--- src/rtl/huffman_pkg.sv ---
// Shared definitions for the Huffman tree builder: FSM state encoding,
// default sizing, and the node-table entry layout used by the table RAM,
// the merge scheduler and the code generator.
package huffman_pkg;

  localparam int SYMS_DEF   = 256;
  localparam int FREQ_W_DEF = 16;
  localparam int NODE_W_DEF = 9;

  typedef enum logic [2:0] {
    IDLE,
    SCAN,
    DRAIN,
    MERGE,
    KILL1,
    KILL2,
    DONE
  } state_e;

  typedef struct packed {
    logic [FREQ_W_DEF-1:0] freq;
    logic [NODE_W_DEF-1:0] left;
    logic [NODE_W_DEF-1:0] right;
    logic                  active;
  } node_t;

endpackage

--- src/rtl/huffman_min2_tracker.sv ---
// Streaming two-minimum finder with active-entry counter.
// Ports:
//   clk, reset   clock, asynchronous active-low reset
//   init         restart the search (min registers to "above any frequency")
//   valid        current entry is present and active
//   freq, idx    current entry
//   min1_*       smallest entry so far, current entry included
//   min2_*       second smallest entry so far, current entry included
//   count        number of valid entries so far, current entry included
// Outputs fold in the entry presented this cycle, so the scheduler can
// decide on the final result in the same cycle the last entry arrives.
module huffman_min2_tracker #(
  parameter int FREQ_W = 16,
  parameter int NODE_W = 9,
  parameter int CNT_W  = NODE_W + 1
) (
  input  logic              clk,
  input  logic              reset,
  input  logic              init,
  input  logic              valid,
  input  logic [FREQ_W-1:0] freq,
  input  logic [NODE_W-1:0] idx,
  output logic [FREQ_W:0]   min1_freq,
  output logic [NODE_W-1:0] min1_idx,
  output logic [FREQ_W:0]   min2_freq,
  output logic [NODE_W-1:0] min2_idx,
  output logic [CNT_W-1:0]  count
);

  logic [FREQ_W:0]   min1_freq_p1, min2_freq_p1;
  logic [NODE_W-1:0] min1_idx_p1, min2_idx_p1;
  logic [CNT_W-1:0]  count_p1;

  // Strict less-than keeps the earlier (lower index) entry on ties.
  always_comb begin
    min1_freq = min1_freq_p1;
    min1_idx  = min1_idx_p1;
    min2_freq = min2_freq_p1;
    min2_idx  = min2_idx_p1;
    count     = count_p1;
    if (valid) begin
      count = count_p1 + CNT_W'(1);
      if ({1'b0, freq} < min1_freq_p1) begin
        min2_freq = min1_freq_p1;
        min2_idx  = min1_idx_p1;
        min1_freq = {1'b0, freq};
        min1_idx  = idx;
      end else if ({1'b0, freq} < min2_freq_p1) begin
        min2_freq = {1'b0, freq};
        min2_idx  = idx;
      end
    end
  end

  // ---- stage p1: running result ----
  always_ff @(posedge clk or negedge reset) begin
    if (!reset) begin
      count_p1 <= '0;
    end else if (init) begin
      count_p1 <= '0;
    end else begin
      count_p1 <= count;
    end
  end

  // Initial value sits one above all-ones so an all-ones entry still wins.
  always_ff @(posedge clk) begin
    if (init) begin
      min1_freq_p1 <= {1'b1, {FREQ_W{1'b0}}};
      min2_freq_p1 <= {1'b1, {FREQ_W{1'b0}}};
      min1_idx_p1  <= '0;
      min2_idx_p1  <= '0;
    end else begin
      min1_freq_p1 <= min1_freq;
      min2_freq_p1 <= min2_freq;
      min1_idx_p1  <= min1_idx;
      min2_idx_p1  <= min2_idx;
    end
  end

endmodule

--- src/rtl/huffman_merge_sched.sv ---
// Huffman tree-construction sequencer. Each round scans node table entries
// 0..next_free-1 for the two lowest-frequency active nodes, writes their
// parent at next_free and deactivates both children, until one node is left.
// Ports:
//   clk, reset                 clock, asynchronous active-low reset
//   start, clear               begin build (from IDLE) / synchronous abort
//   mem_raddr/rfreq/ractive    table read port, data one cycle after address
//   mem_we/waddr/wfreq/wleft/wright  parent write port
//   mem_kill/kaddr             deactivate port
//   busy, build_tree_finish    status / one-cycle completion pulse
//   root_idx, empty, sat       result: root, no active leaves, sum saturated
module huffman_merge_sched import huffman_pkg::*; #(
  parameter int SYMS   = SYMS_DEF,
  parameter int FREQ_W = FREQ_W_DEF,
  parameter int NODE_W = NODE_W_DEF
) (
  input  logic              clk,
  input  logic              reset,
  input  logic              start,
  input  logic              clear,
  output logic [NODE_W-1:0] mem_raddr,
  input  logic [FREQ_W-1:0] mem_rfreq,
  input  logic              mem_ractive,
  output logic              mem_we,
  output logic [NODE_W-1:0] mem_waddr,
  output logic [FREQ_W-1:0] mem_wfreq,
  output logic [NODE_W-1:0] mem_wleft,
  output logic [NODE_W-1:0] mem_wright,
  output logic              mem_kill,
  output logic [NODE_W-1:0] mem_kaddr,
  output logic              busy,
  output logic              build_tree_finish,
  output logic [NODE_W-1:0] root_idx,
  output logic              empty,
  output logic              sat
);

  localparam int                CNT_W    = NODE_W + 1;
  localparam logic [NODE_W-1:0] LEAF_END = NODE_W'(SYMS);
  localparam logic [NODE_W-1:0] IDX_MAX  = '1;
  localparam logic [NODE_W-1:0] IDX_ONE  = NODE_W'(1);

  state_e            state;
  logic [NODE_W-1:0] scan_ptr, next_free;
  logic              rd_vld_p0;
  logic [NODE_W-1:0] rd_idx_p0;
  logic              trk_init;
  logic [FREQ_W:0]   min1_freq, min2_freq, pair_sum;
  logic [NODE_W-1:0] min1_idx, min2_idx;
  logic [CNT_W-1:0]  count;

  function automatic logic [FREQ_W-1:0] sat_sum(input logic [FREQ_W:0] s);
    return s[FREQ_W] ? {FREQ_W{1'b1}} : s[FREQ_W-1:0];
  endfunction

  assign mem_raddr = scan_ptr;
  assign busy      = (state != IDLE);
  assign trk_init  = ((state == IDLE) && start) || (state == KILL2);
  // Both operands are real entries when a merge happens, so top bits are 0.
  assign pair_sum  = min1_freq + min2_freq;

  // ---- stage p0: read data returns, tag it with the address issued ----
  always_ff @(posedge clk or negedge reset) begin
    if (!reset) begin
      rd_vld_p0 <= 1'b0;
    end else begin
      rd_vld_p0 <= (state == SCAN) && !clear;
    end
  end

  always_ff @(posedge clk) begin
    rd_idx_p0 <= scan_ptr;
  end

  huffman_min2_tracker #(
    .FREQ_W (FREQ_W),
    .NODE_W (NODE_W),
    .CNT_W  (CNT_W)
  ) u_min2 (
    .clk       (clk),
    .reset     (reset),
    .init      (trk_init),
    .valid     (rd_vld_p0 && mem_ractive),
    .freq      (mem_rfreq),
    .idx       (rd_idx_p0),
    .min1_freq (min1_freq),
    .min1_idx  (min1_idx),
    .min2_freq (min2_freq),
    .min2_idx  (min2_idx),
    .count     (count)
  );

  always_ff @(posedge clk or negedge reset) begin
    if (!reset) begin
      state             <= IDLE;
      scan_ptr          <= '0;
      next_free         <= LEAF_END;
      mem_we            <= 1'b0;
      mem_waddr         <= '0;
      mem_wfreq         <= '0;
      mem_wleft         <= '0;
      mem_wright        <= '0;
      mem_kill          <= 1'b0;
      mem_kaddr         <= '0;
      build_tree_finish <= 1'b0;
      root_idx          <= '0;
      empty             <= 1'b0;
      sat               <= 1'b0;
    end else if (clear) begin
      state             <= IDLE;
      mem_we            <= 1'b0;
      mem_kill          <= 1'b0;
      build_tree_finish <= 1'b0;
    end else begin
      case (state)
        IDLE: begin
          if (start) begin
            state     <= SCAN;
            sat       <= 1'b0;
            empty     <= 1'b0;
            next_free <= LEAF_END;
            scan_ptr  <= '0;
          end
        end
        SCAN: begin
          if (scan_ptr == next_free - IDX_ONE) begin
            state <= DRAIN;
          end else begin
            scan_ptr <= scan_ptr + IDX_ONE;
          end
        end
        DRAIN: begin
          // Tracker outputs already include the last returned entry here.
          if (count == '0) begin
            empty             <= 1'b1;
            root_idx          <= IDX_MAX;
            build_tree_finish <= 1'b1;
            state             <= DONE;
          end else if (count == CNT_W'(1)) begin
            root_idx          <= min1_idx;
            build_tree_finish <= 1'b1;
            state             <= DONE;
          end else if (next_free == IDX_MAX) begin
            sat               <= 1'b1;
            build_tree_finish <= 1'b1;
            state             <= DONE;
          end else begin
            mem_we     <= 1'b1;
            mem_waddr  <= next_free;
            mem_wleft  <= min1_idx;
            mem_wright <= min2_idx;
            mem_wfreq  <= sat_sum(pair_sum);
            if (pair_sum[FREQ_W]) sat <= 1'b1;
            state      <= MERGE;
          end
        end
        MERGE: begin
          mem_we    <= 1'b0;
          mem_kill  <= 1'b1;
          mem_kaddr <= min1_idx;
          state     <= KILL1;
        end
        KILL1: begin
          mem_kaddr <= min2_idx;
          state     <= KILL2;
        end
        KILL2: begin
          mem_kill  <= 1'b0;
          next_free <= next_free + IDX_ONE;
          scan_ptr  <= '0;
          state     <= SCAN;
        end
        DONE: begin
          build_tree_finish <= 1'b0;
          state             <= IDLE;
        end
        default: state <= IDLE;
      endcase
    end
  end

endmodule
--- config.mk ---
export PLATFORM = sky130hd
export DESIGN_NAME = huffman_merge_sched
export DESIGN_NICKNAME = d
export VERILOG_FILES = /design/src/rtl/huffman_pkg.sv /design/src/rtl/huffman_min2_tracker.sv /design/src/rtl/huffman_merge_sched.sv
export SDC_FILE = /design/constraint.sdc
export NUM_CORES = 1
export LEC_CHECK = 0
export ABC_AREA = 1
export BUFFER_PORTS_ARGS = -buffer_cell sky130_fd_sc_hd__buf_2
export CAP_MARGIN = 5
export CORE_MARGIN = 2
export CORE_UTILIZATION = 41
export DETAILED_ROUTE_END_ITERATION = 16
export GPL_ROUTABILITY_DRIVEN = 0
export PLACE_DENSITY = 0.64
export SLEW_MARGIN = 5
export SYNTH_ARGS = -nofsm -noshare
export SYNTH_HDL_FRONTEND = slang
export SYNTH_SLANG_ARGS = --single-unit
export TNS_END_PERCENT = 5
--- constraint.sdc ---
create_clock -name clk -period 4.6 [get_ports clk]
set_input_delay 0.69 -clock clk [delete_from_list [all_inputs] [get_ports clk]]
set_output_delay 0.69 -clock clk [all_outputs]
set_load 0.1 [all_outputs]
Word-level counts from Yosys, hierarchy flattened
Index checks and enable logic that the tools add are counted.
{ "op_classes": {"bitwise": 4, "addsub": 5, "eq_ne": 21, "n_reduce_logical": 26, "magnitude_cmp": 2, "muxes": 48} }
{ "op_table": {"columns": ["operator", "count"], "rows": [
  ["two-way mux 9 bit", 10],
  ["two-way mux 17 bit", 5],
  ["one-hot mux 9 bit (2 select lines)", 2],
  ["< comparator 16 x 17 -> 1 bit", 2],
  ["one-hot mux 9 bit (3 select lines)", 1],
  ["two-way mux 10 bit", 2],
  ["adder 9 x 1 -> 9 bit, second input constant", 2],
  ["two-way mux 3 bit", 6],
  ["one-hot mux 3 bit (6 select lines)", 1],
  ["adder 17 bit", 1],
  ["two-way mux 16 bit", 1],
  ["two-way mux 1 bit", 15],
  ["!= test 3 bit, second input constant", 5],
  ["nonzero test 3 bit", 5],
  ["AND reduction 4 bit", 3],
  ["adder 10 x 1 -> 10 bit, second input constant", 1],
  ["equality test 10 x 1 -> 1 bit, second input constant", 1],
  ["zero test 10 bit", 1],
  ["!= test 2 bit, second input constant", 5],
  ["one-hot mux 1 bit (2 select lines)", 5],
  ["equality test 3 bit, second input constant", 3],
  ["equality test 9 bit", 1],
  ["equality test 9 bit, second input constant", 1],
  ["subtractor 9 x 1 -> 9 bit, second input constant", 1],
  ["other kinds (14)", 26]
]} }
{ "totals": {"wordCells": 127, "inputBits": 21, "register_bits": 159, "out_inout_bits": 76} }

Longest topological paths before layout
Gate-level depths: netlist of the first run.
{ "depth": {"ltp_word": 10, "depth_mapped": 32, "depth_no_buf": 31} }

Modules after synthesis
Synthesis of the first run repeated with hierarchy kept, for this count alone.
{ "hier_totals": {"cells_unflattened": 1387, "hier_area_um2": 9689.3} }
{ "modules_own_cells": {"columns": ["module", "area_each_um2", "cells_per_inst", "instances"], "rows": [
  ["huffman_merge_sched", 5336.4, 681, 1],
  ["huffman_min2_tracker", 4352.9, 706, 1]
]} }

Worst setup path after synthesis of the first run
Ideal clock, no wire load.
{ "synth_path": {"path_kind": "input to register", "start": "input port mem_rfreq[15]", "end": "register mem_wfreq[9]", "cell_stages": 26, "t_arrival_ns": 4.053, "n_path_buf": 3, "path_slack_ns": 0.427, "cell_sequence": "ha_1 -> a21oi_1 -> a21oi_1 -> nor2_1 -> nand4_1 -> buf_2 -> buf_1 -> nand2_1 -> inv_1 -> a21oi_1 -> ha_1 -> inv_1 -> fa_1 -> inv_1 -> nand3_1 -> nand2_1 -> nand3_1 -> nand2_1 -> nand3_1 -> nand2_1 -> nand2_1 -> nand2_1 -> clkbuf_1 -> o21ai_0 -> nand2_1 -> nand2_1"} }
{ "synth_via": {"word_cells_on_any_way": 9, "classes_between": "add/sub (1); order compare (2); mux (6)"} }
{ "synth_rtl": {"columns": ["element", "line_no", "rtl"], "rows": [
  ["start, declared", "huffman_merge_sched.sv:22", "input logic [FREQ_W-1:0] mem_rfreq,"],
  ["< comparator 16 x 17 -> 1 bit", "huffman_min2_tracker.sv:43", "if ({1'b0, freq} < min1_freq_p1) begin"],
  ["two-way mux 17 bit", "huffman_min2_tracker.sv:43", null],
  ["two-way mux 17 bit", "huffman_min2_tracker.sv:41", "if (valid) begin"],
  ["via min1_freq[0]", "huffman_merge_sched.sv:48", "logic [FREQ_W:0] min1_freq, min2_freq, pair_sum;"],
  ["adder 17 bit", "huffman_merge_sched.sv:60", "assign pair_sum = min1_freq + min2_freq;"],
  ["two-way mux 16 bit", "huffman_merge_sched.sv:53", "return s[FREQ_W] ? {FREQ_W{1'b1}} : s[FREQ_W-1:0];"],
  ["end signal, assigned", "huffman_merge_sched.sv:152", "mem_wfreq <= sat_sum(pair_sum);"],
  ["end, declared", "huffman_merge_sched.sv:26", "output logic [FREQ_W-1:0] mem_wfreq,"]
]} }
The timed path passes the listed nets, and every way through them passes these cells.
A chain may end at the register's enable or synchronous reset.

Worst setup path in the final report of the first run
{ "layout_path": {"start": "input port mem_rfreq[8]", "end": "register mem_wfreq[11]"} }
{ "layout_via": {"elab_chain_cells": 6, "word_cells_on_any_way": 9, "classes_between": "add/sub (1); order compare (2); mux (6)"} }
{ "layout_lines": {"columns": ["element", "line_no", "rtl"], "rows": [
  ["< comparator 16 x 17 -> 1 bit", "huffman_min2_tracker.sv:48", "end else if ({1'b0, freq} < min2_freq_p1) begin"],
  ["two-way mux 17 bit", "huffman_min2_tracker.sv:48", null],
  ["two-way mux 17 bit *", "huffman_min2_tracker.sv:43", null],
  ["two-way mux 17 bit *", "huffman_min2_tracker.sv:41", null],
  ["via min2_freq[0]", "huffman_merge_sched.sv:48", null],
  ["adder 17 bit *", "huffman_merge_sched.sv:60", null],
  ["two-way mux 16 bit *", "huffman_merge_sched.sv:53", null]
]} }
Mark *: on every way through the listed nets, which the timed path passes. The rest lies on a longest branch.

==> results of run 1 <==
## per-stage QoR
step           utilization [%]  std cells  worst slack (ns)  hold WS [ns]  power [mW]
6_report                  48.0       1760             0.537         0.371        8.00
5_1_grt                   48.0       1760             0.147         0.480        8.56
4_1_cts                   48.0       1760             0.593         0.427        8.04
3_5_place_dp              45.5       1728             0.156         0.446        6.59
3_3_place_gp              45.5       1728             0.290         0.449        6.56
2_1_floorplan                -       1373             0.427         0.394        5.61
## metal layers
| metal | up-vias | wire length (µm) | share of wire [%] | track usage, % |
|---|---|---|---|---|
| met2 | 223 | 11600 | 46 | 35.7 |
| met3 | 35 | 1210 | 4.8 | 4.08 |
| li1 | 4543 | - | - | - |
| met4 | 0 | 451 | 1.8 | 6.42 |
| met1 | 4014 | 12000 | 47 | 28.8 |
| met5 | - | 0 | 0 | 0 |
## path summary, 6_finish.rpt
check,start,to,slack (ns),cells past startpoint
max,mem_rfreq[8],mem_wfreq[11]$_DFFE_PN0P_,0.54,29
min,reset,mem_wfreq[1]$_DFFE_PN0P_,0.37,1
max reg2reg,u_min2.min1_freq_p1[8]$_SDFF_PN0_,mem_wfreq[11]$_DFFE_PN0P_,0.55,29
min reg2reg,mem_raddr[7]$_DFFE_PN0P_,rd_idx_p0[7]$_DFF_P_,0.46,0
max in group asynchronous,reset,u_min2.count_p1[4]$_DFF_PN0_,3.22,2
min in group clk,mem_raddr[7]$_DFFE_PN0P_,rd_idx_p0[7]$_DFF_P_,0.46,0
## state kept, by name, summed over array words and instances (netlist names), 10 cells and up
name                 cells
u_min2.min2_freq_p1     17
mem_wfreq               16
u_min2.count_p1         10
u_min2.min1_freq_p1     17
## logic make-up (layout without fill, tap and decap cells)
| family | count (synthesis) | after routing | synth area share [%] |
|---|---|---|---|
| and+or+nand+nor | 678 | 678 | 29.7 |
| buffers and inverters | 257 | 359 | 10.6 |
| AOI/OAI and AO/OA | 205 | 205 | 12.0 |
| DFF | 159 | 159 | 38.7 |
| adders and majority gates | 52 | 52 | 6.94 |
| xor gates and xnor gates | 22 | 22 | 2.03 |
## placed cells by master, fill, tap and decap left out, types with 2 or more instances in the layout
cell / Yosys / layout
o21ai_0: 85 / 85
clkinv_4: 0 / 5
nand4_1: 23 / 23
nand2_2: 3 / 3
a211oi_1: 16 / 16
inv_1: 208 / 208
nor2_2: 3 / 4
xnor2_1: 9 / 9
nand3_2: 2 / 2
dfxtp_1: 61 / 61
dfrtp_1: 97 / 97
nand3b_1: 7 / 7
buf_4: 4 / 18
clkinv_1: 3 / 3
buf_12: 0 / 2
ha_1: 51 / 51
clkbuf_16: 0 / 17
nand3_1: 81 / 81
and2_1: 10 / 10
nand2_1: 430 / 430
nor3_1: 8 / 8
o21ai_1: 4 / 4
xor2_1: 13 / 13
inv_8: 0 / 3
a21oi_1: 74 / 74
nor2_1: 107 / 106
inv_6: 0 / 4
a21o_1: 8 / 8
buf_2: 8 / 95
o211ai_1: 16 / 16
## final cells by class
type	count	area [µm²]
clock inverters	13	143
clock buffers	19	443
multi-input cells	957	4810
fillers	2309	11800
inverters	212	796
repair buffers	115	651
well taps	285	357
flip-flops and latches	159	3670
## power by group through the flow
stage	Sequential (mW)	Clock [mW]	Combinational, mW
finish	2.01	1.42	4.57
CTS	2.01	1.46	4.57
floorplan	3.53	0	2.08
detailed placement	2.03	0	4.55
global route	2.05	1.50	5.00
global placement	2.03	0	4.53
==> results.sh, run 1 <==
export IMPL_end_kind="flip-flop"
export IMPL_synthTopCellsByCount="nand2_1 (430), inv_1 (208), nor2_1 (107)"
export IMPL_vdd_drop_max_mv=0.526
export IMPL_clockPowerShare_pct=17.8
export IMPL_fmax_ghz=0.246
export IMPL_ios=97
export IMPL_internal_power_mw=3.64
export IMPL_cp_required_ns=4.93
export IMPL_synth_top_cells_by_area="dfrtp_1 (26%), nand2_1 (17%), dfxtp_1 (13%)"
export IMPL_cts_max_path_buffers=2
export IMPL_slew_viol_final=0
export IMPL_viasPerCell=5.01
export IMPL_min_period_ns=4.06
export IMPL_cpLargestDelayFamily="simple AND/OR/NAND/NOR gates"
export IMPL_tightestPinTransition_ns=0.944
export IMPL_num_rows=55
export IMPL_p_per_area_nw_per_um2=736
export IMPL_dieWidth_um=156
export IMPL_htreeDepth=4
export IMPL_area_growth_syn_to_layout_pct=14.7
export IMPL_wl_um=25200
export IMPL_synth_top_cell_area_share_pct=25.6
export IMPL_grt_pass1_vias=8418
export IMPL_drt_iter0_drc=587
export IMPL_setup_viol=0
export IMPL_cap_violations=0
export IMPL_grt_max_degree=72
export IMPL_switchingPower_mw=4.36
export IMPL_die_area_um2=24400
export IMPL_crit_fanout=40
export IMPL_synth_area_leader_cell="dfrtp_1"
export IMPL_cts_sinks=159
export IMPL_core_area_um2=22600
export IMPL_arrival_ns=4.39
export IMPL_cts_hold_buf=0
export IMPL_fin_crit_sh_pct=88.3
export IMPL_syn_nets=1446
export IMPL_synth_warning_count=0
export IMPL_start_kind="input pin"
export IMPL_tns_ns=0
export IMPL_synth_edf_count=0
export IMPL_cpMaxStageDelayCell="fa_1"
export IMPL_synth_seq_area_share_pct=38.7
export IMPL_start_util_pct=41.9
export IMPL_numPortBuffers=96
export IMPL_seqPwrFrac_pct=25.1
export IMPL_wl_per_cell_um=14.3
export IMPL_leakage_nw=6.06
export IMPL_final_hold_viol_count=0
export IMPL_hold_class="input pin to async pin"
export IMPL_avgSynthCellArea_um2=6.91
export IMPL_netlist_instances=1373
export IMPL_n_antenna_cell=0
export IMPL_rsz0062_at_grt="false"
export IMPL_synthArstFlopShare_pct=61.6
export IMPL_vias=8815
export IMPL_cts_buffers=17
export IMPL_cp_common_cell="nand2_1"
export IMPL_cts_setup_buffers=0
export IMPL_synth_ff_type="dfrtp_1"
export IMPL_place_area_um2=10300
export IMPL_hpwlAfterDp_um=18900
export IMPL_finalClockSkew_ns=0.0183
export IMPL_design_area_um2=10900
export IMPL_ant_nets=0
export IMPL_pwr_share_comb_pct=57.1
export IMPL_route_detailed_drc=0
export IMPL_path_class="input pin to flip-flop"
export IMPL_path_buf_inv=6
export IMPL_die_h_um=156
export IMPL_nets=1535
export IMPL_synth_cell_area_um2=9480
export IMPL_post_cts_resized=0
export IMPL_cts_root_buf="clkbuf_16"
export IMPL_synth_seq_cells=159
export IMPL_clock_latency_ns=0.44
export IMPL_cts_tree="done"
export IMPL_grt_pass1_wl_um=42000
export IMPL_track_usage_pct=21.6
export IMPL_status="completed"
export IMPL_clkSlewWorstSetupHoldPaths_ns=0.07
export IMPL_antenna_found_initial=0
export IMPL_grt_overflow=0
export IMPL_dr_pass1_iters=5
export IMPL_drive_gt1_share_pct=11.0
export IMPL_slowest_delay_ns=0.39
export IMPL_max_slew_margin_pct=37.1
export IMPL_synth_most_common_cell="nand2_1"
export IMPL_ys_types=38
export IMPL_swShare_pct=54.5
(Power assumes the default switching activity.)
==> inputs of run 2 (changes only) <==
--- a/config.mk
+++ b/config.mk
@@ -16,5 +16,6 @@
 export SLEW_MARGIN = 5
 export SYNTH_ARGS = -nofsm -noshare
 export SYNTH_HDL_FRONTEND = slang
+export SYNTH_HIERARCHICAL = 1
 export SYNTH_SLANG_ARGS = --single-unit
 export TNS_END_PERCENT = 5
==> run 2 against run 1 <==
Design area up 1.6%. Global-route usage rose by 0.46 points. Sequential power shrank 2%. Critical endpoint is now mem_wfreq[6]$_DFFE_PN0P_.
==> results.sh, run 2 <==
export IMPL_place_area_um2=10500
export IMPL_report_power_total_mw=7.29
export IMPL_grt_pass1_vias=8672
export IMPL_dr_pass1_iters=7
export IMPL_end_kind="flip-flop"
export IMPL_rsz0062_at_grt="false"
export IMPL_synth_ff_type="dfrtp_1"
export IMPL_finalClockSkew_ns=0.0133
export IMPL_clkSlewWorstSetupHoldPaths_ns=0.07
export IMPL_setup_slack_ns=0.671
export IMPL_multi_input_area_um2=4890
export IMPL_die_h_um=158
export IMPL_core_area_um2=23300
export IMPL_synth_top_cell_area_share_pct=25.1
export IMPL_leakage_nw=5.92
export IMPL_grt_max_degree=74
export IMPL_ys_types=44
export IMPL_setup_viol=0
export IMPL_n_antenna_cell=0
export IMPL_crit_fanout=20
export IMPL_cts_buffers=17
export IMPL_fill_cells=2357
export IMPL_synthArstFlopShare_pct=61.6
export IMPL_wl_um=26700
export IMPL_ant_nets=0
export IMPL_grt_overflow=0
export IMPL_tns_ns=0
export IMPL_synth_seq_cells=159
export IMPL_numPortBuffers=96
export IMPL_vdd_drop_max_mv=0.310
export IMPL_synth_seq_area_share_pct=37.9
export IMPL_design_area_um2=11100
export IMPL_hold_class="input pin to async pin"
export IMPL_layout_commonest_cell="nand2_1"
export IMPL_track_usage_pct=22.1
export IMPL_dp_worst_setup_slack_ns=0.274
export IMPL_route_detailed_drc=0
export IMPL_num_rows=56
export IMPL_die_area_um2=24900
export IMPL_tightestPinTransition_ns=1.04
export IMPL_start_kind="input pin"
export IMPL_cp_required_ns=4.93
export IMPL_synth_area_leader_cell="dfrtp_1"
export IMPL_fin_crit_sh_pct=85.4
export IMPL_grt_pass1_wl_um=43100
export IMPL_clock_latency_ns=0.43
export IMPL_cpMaxStageDelayCell="fa_1"
export IMPL_p_per_area_nw_per_um2=659
export IMPL_path_class="input pin to flip-flop"
export IMPL_cts_max_path_buffers=2
export IMPL_cts_tree="done"
export IMPL_synthTopCellsByCount="nand2_1 (402), inv_1 (217), nor2_1 (106)"
export IMPL_cp_common_cell="nand2_1"
export IMPL_synth_most_common_cell="nand2_1"
export IMPL_synth_cell_area_um2=9690
export IMPL_slew_viol_final=0
export IMPL_cts_setup_buffers=0
export IMPL_r2r_cells=30
export IMPL_ios=97
export IMPL_arrival_ns=4.26
export IMPL_htreeDepth=4
export IMPL_seq_area_um2=3670
export IMPL_vias=9075
export IMPL_avgSynthCellArea_um2=6.99
export IMPL_cap_violations=0
export IMPL_r2r_slack_ns=0.68
export IMPL_placed_cells=1771
export IMPL_synth_warning_count=6
export IMPL_whs_ns=0.389
export IMPL_min_period_ns=3.93
export IMPL_hpwlAfterDp_um=19800
export IMPL_drive_gt1_share_pct=13.2
export IMPL_max_slew_margin_pct=30.5
export IMPL_drt_iter0_drc=707
export IMPL_syn_nets=1460
export IMPL_final_cell_mix="nand2_1 (402), inv_1 (217), nor2_1 (106)"
export IMPL_cts_sinks=159
export IMPL_antenna_found_initial=0
export IMPL_utilization_pct=47.4
export IMPL_synth_top_cells_by_area="dfrtp_1 (25%), nand2_1 (16%), dfxtp_1 (13%)"
export IMPL_dieWidth_um=158
export IMPL_slowest_delay_ns=0.41
export IMPL_synth_edf_count=0
export IMPL_nets=1544
export IMPL_final_hold_viol_count=0
export IMPL_wl_per_cell_um=14.8
export IMPL_r2r_end="mem_wfreq[6]$_DFFE_PN0P_"
export IMPL_fmax_ghz=0.254
export IMPL_stdcell_count=1803
export IMPL_post_cts_resized=0
export IMPL_r2r_start="u_min2/min1_freq_p1[4]$_SDFF_PP0_"
export IMPL_cts_hold_buf=0
export IMPL_start_util_pct=41.5
export IMPL_top_regs="u_min2/min1_freq_p1 x17, u_min2/min2_freq_p1 x17, mem_wfreq x16"
export IMPL_area_growth_syn_to_layout_pct=14.0
export IMPL_viasPerCell=5.03
export IMPL_cts_root_buf="clkbuf_16"
export IMPL_netlist_instances=1387
export IMPL_status="completed"
## run 2: final cells by class
cell class	instances	area share, %
Multi-Input combinational cell	949	44.2
Inverter	227	7.71
Tap cell	319	3.61
Timing Repair Buffer	117	5.80
Sequential cell	159	33.3
Clock inverter	15	1.53
Clock buffer	17	3.85
## run 2: logic make-up (layout without fill, tap and decap cells)
kind of cell               count (synthesis)  count (layout)  share of synthesized area (%)
and+or+nand+nor                          712             712                           32.0
DFF                                      159             159                           37.9
xor gates and xnor gates                  26              26                           2.35
buffers and inverters                    279             376                           11.7
adders and majority gates                 52              52                           6.79
AOI/OAI and AO/OA                        159             159                           9.21
## run 2: worst max path at each step
stage / from / cells after the start / end / slack, ns
6_report: mem_rfreq[4] / 30 / mem_wfreq[6]$_DFFE_PN0P_ / 0.67
5_1_grt: u_min2/min1_freq_p1[2]$_SDFF_PP0_ / 30 / mem_wfreq[6]$_DFFE_PN0P_ / 0.27
4_1_cts: mem_rfreq[4] / 30 / mem_wfreq[6]$_DFFE_PN0P_ / 0.71
3_5_place_dp: mem_rfreq[4] / 30 / mem_wfreq[6]$_DFFE_PN0P_ / 0.27
3_3_place_gp: mem_rfreq[4] / 30 / mem_wfreq[6]$_DFFE_PN0P_ / 0.37
2_1_floorplan: mem_rfreq[8] / 26 / mem_wfreq[6]$_DFFE_PN0P_ / 0.79
## run 2: report_power, final
| group | internal [mW] | switching, mW | leakage, nW |
|---|---|---|---|
| Clock | 0.777 | 0.665 | 0.290 |
| Combinational | 0.960 | 2.92 | 3.84 |
| Sequential | 1.73 | 0.233 | 1.80 |
## run 2: layer usage
metal	part of all wire, %	track usage (%)	up-vias
li1	-	-	4567
met1	43	27.0	4256
met2	50	38.8	209
met3	4.1	3.81	43
met4	2.8	8.10	0
met5	0	0	-
## run 2: worst max-delay path, delay by kind of cell
| family | cells | cell delay [ns] |
|---|---|---|
| and+or+nand+nor | 21 | 1.96 |
| adders and majority gates | 3 | 0.95 |
| buffers and inverters | 5 | 0.51 |
| AOI/OAI and AO/OA | 1 | 0.11 |
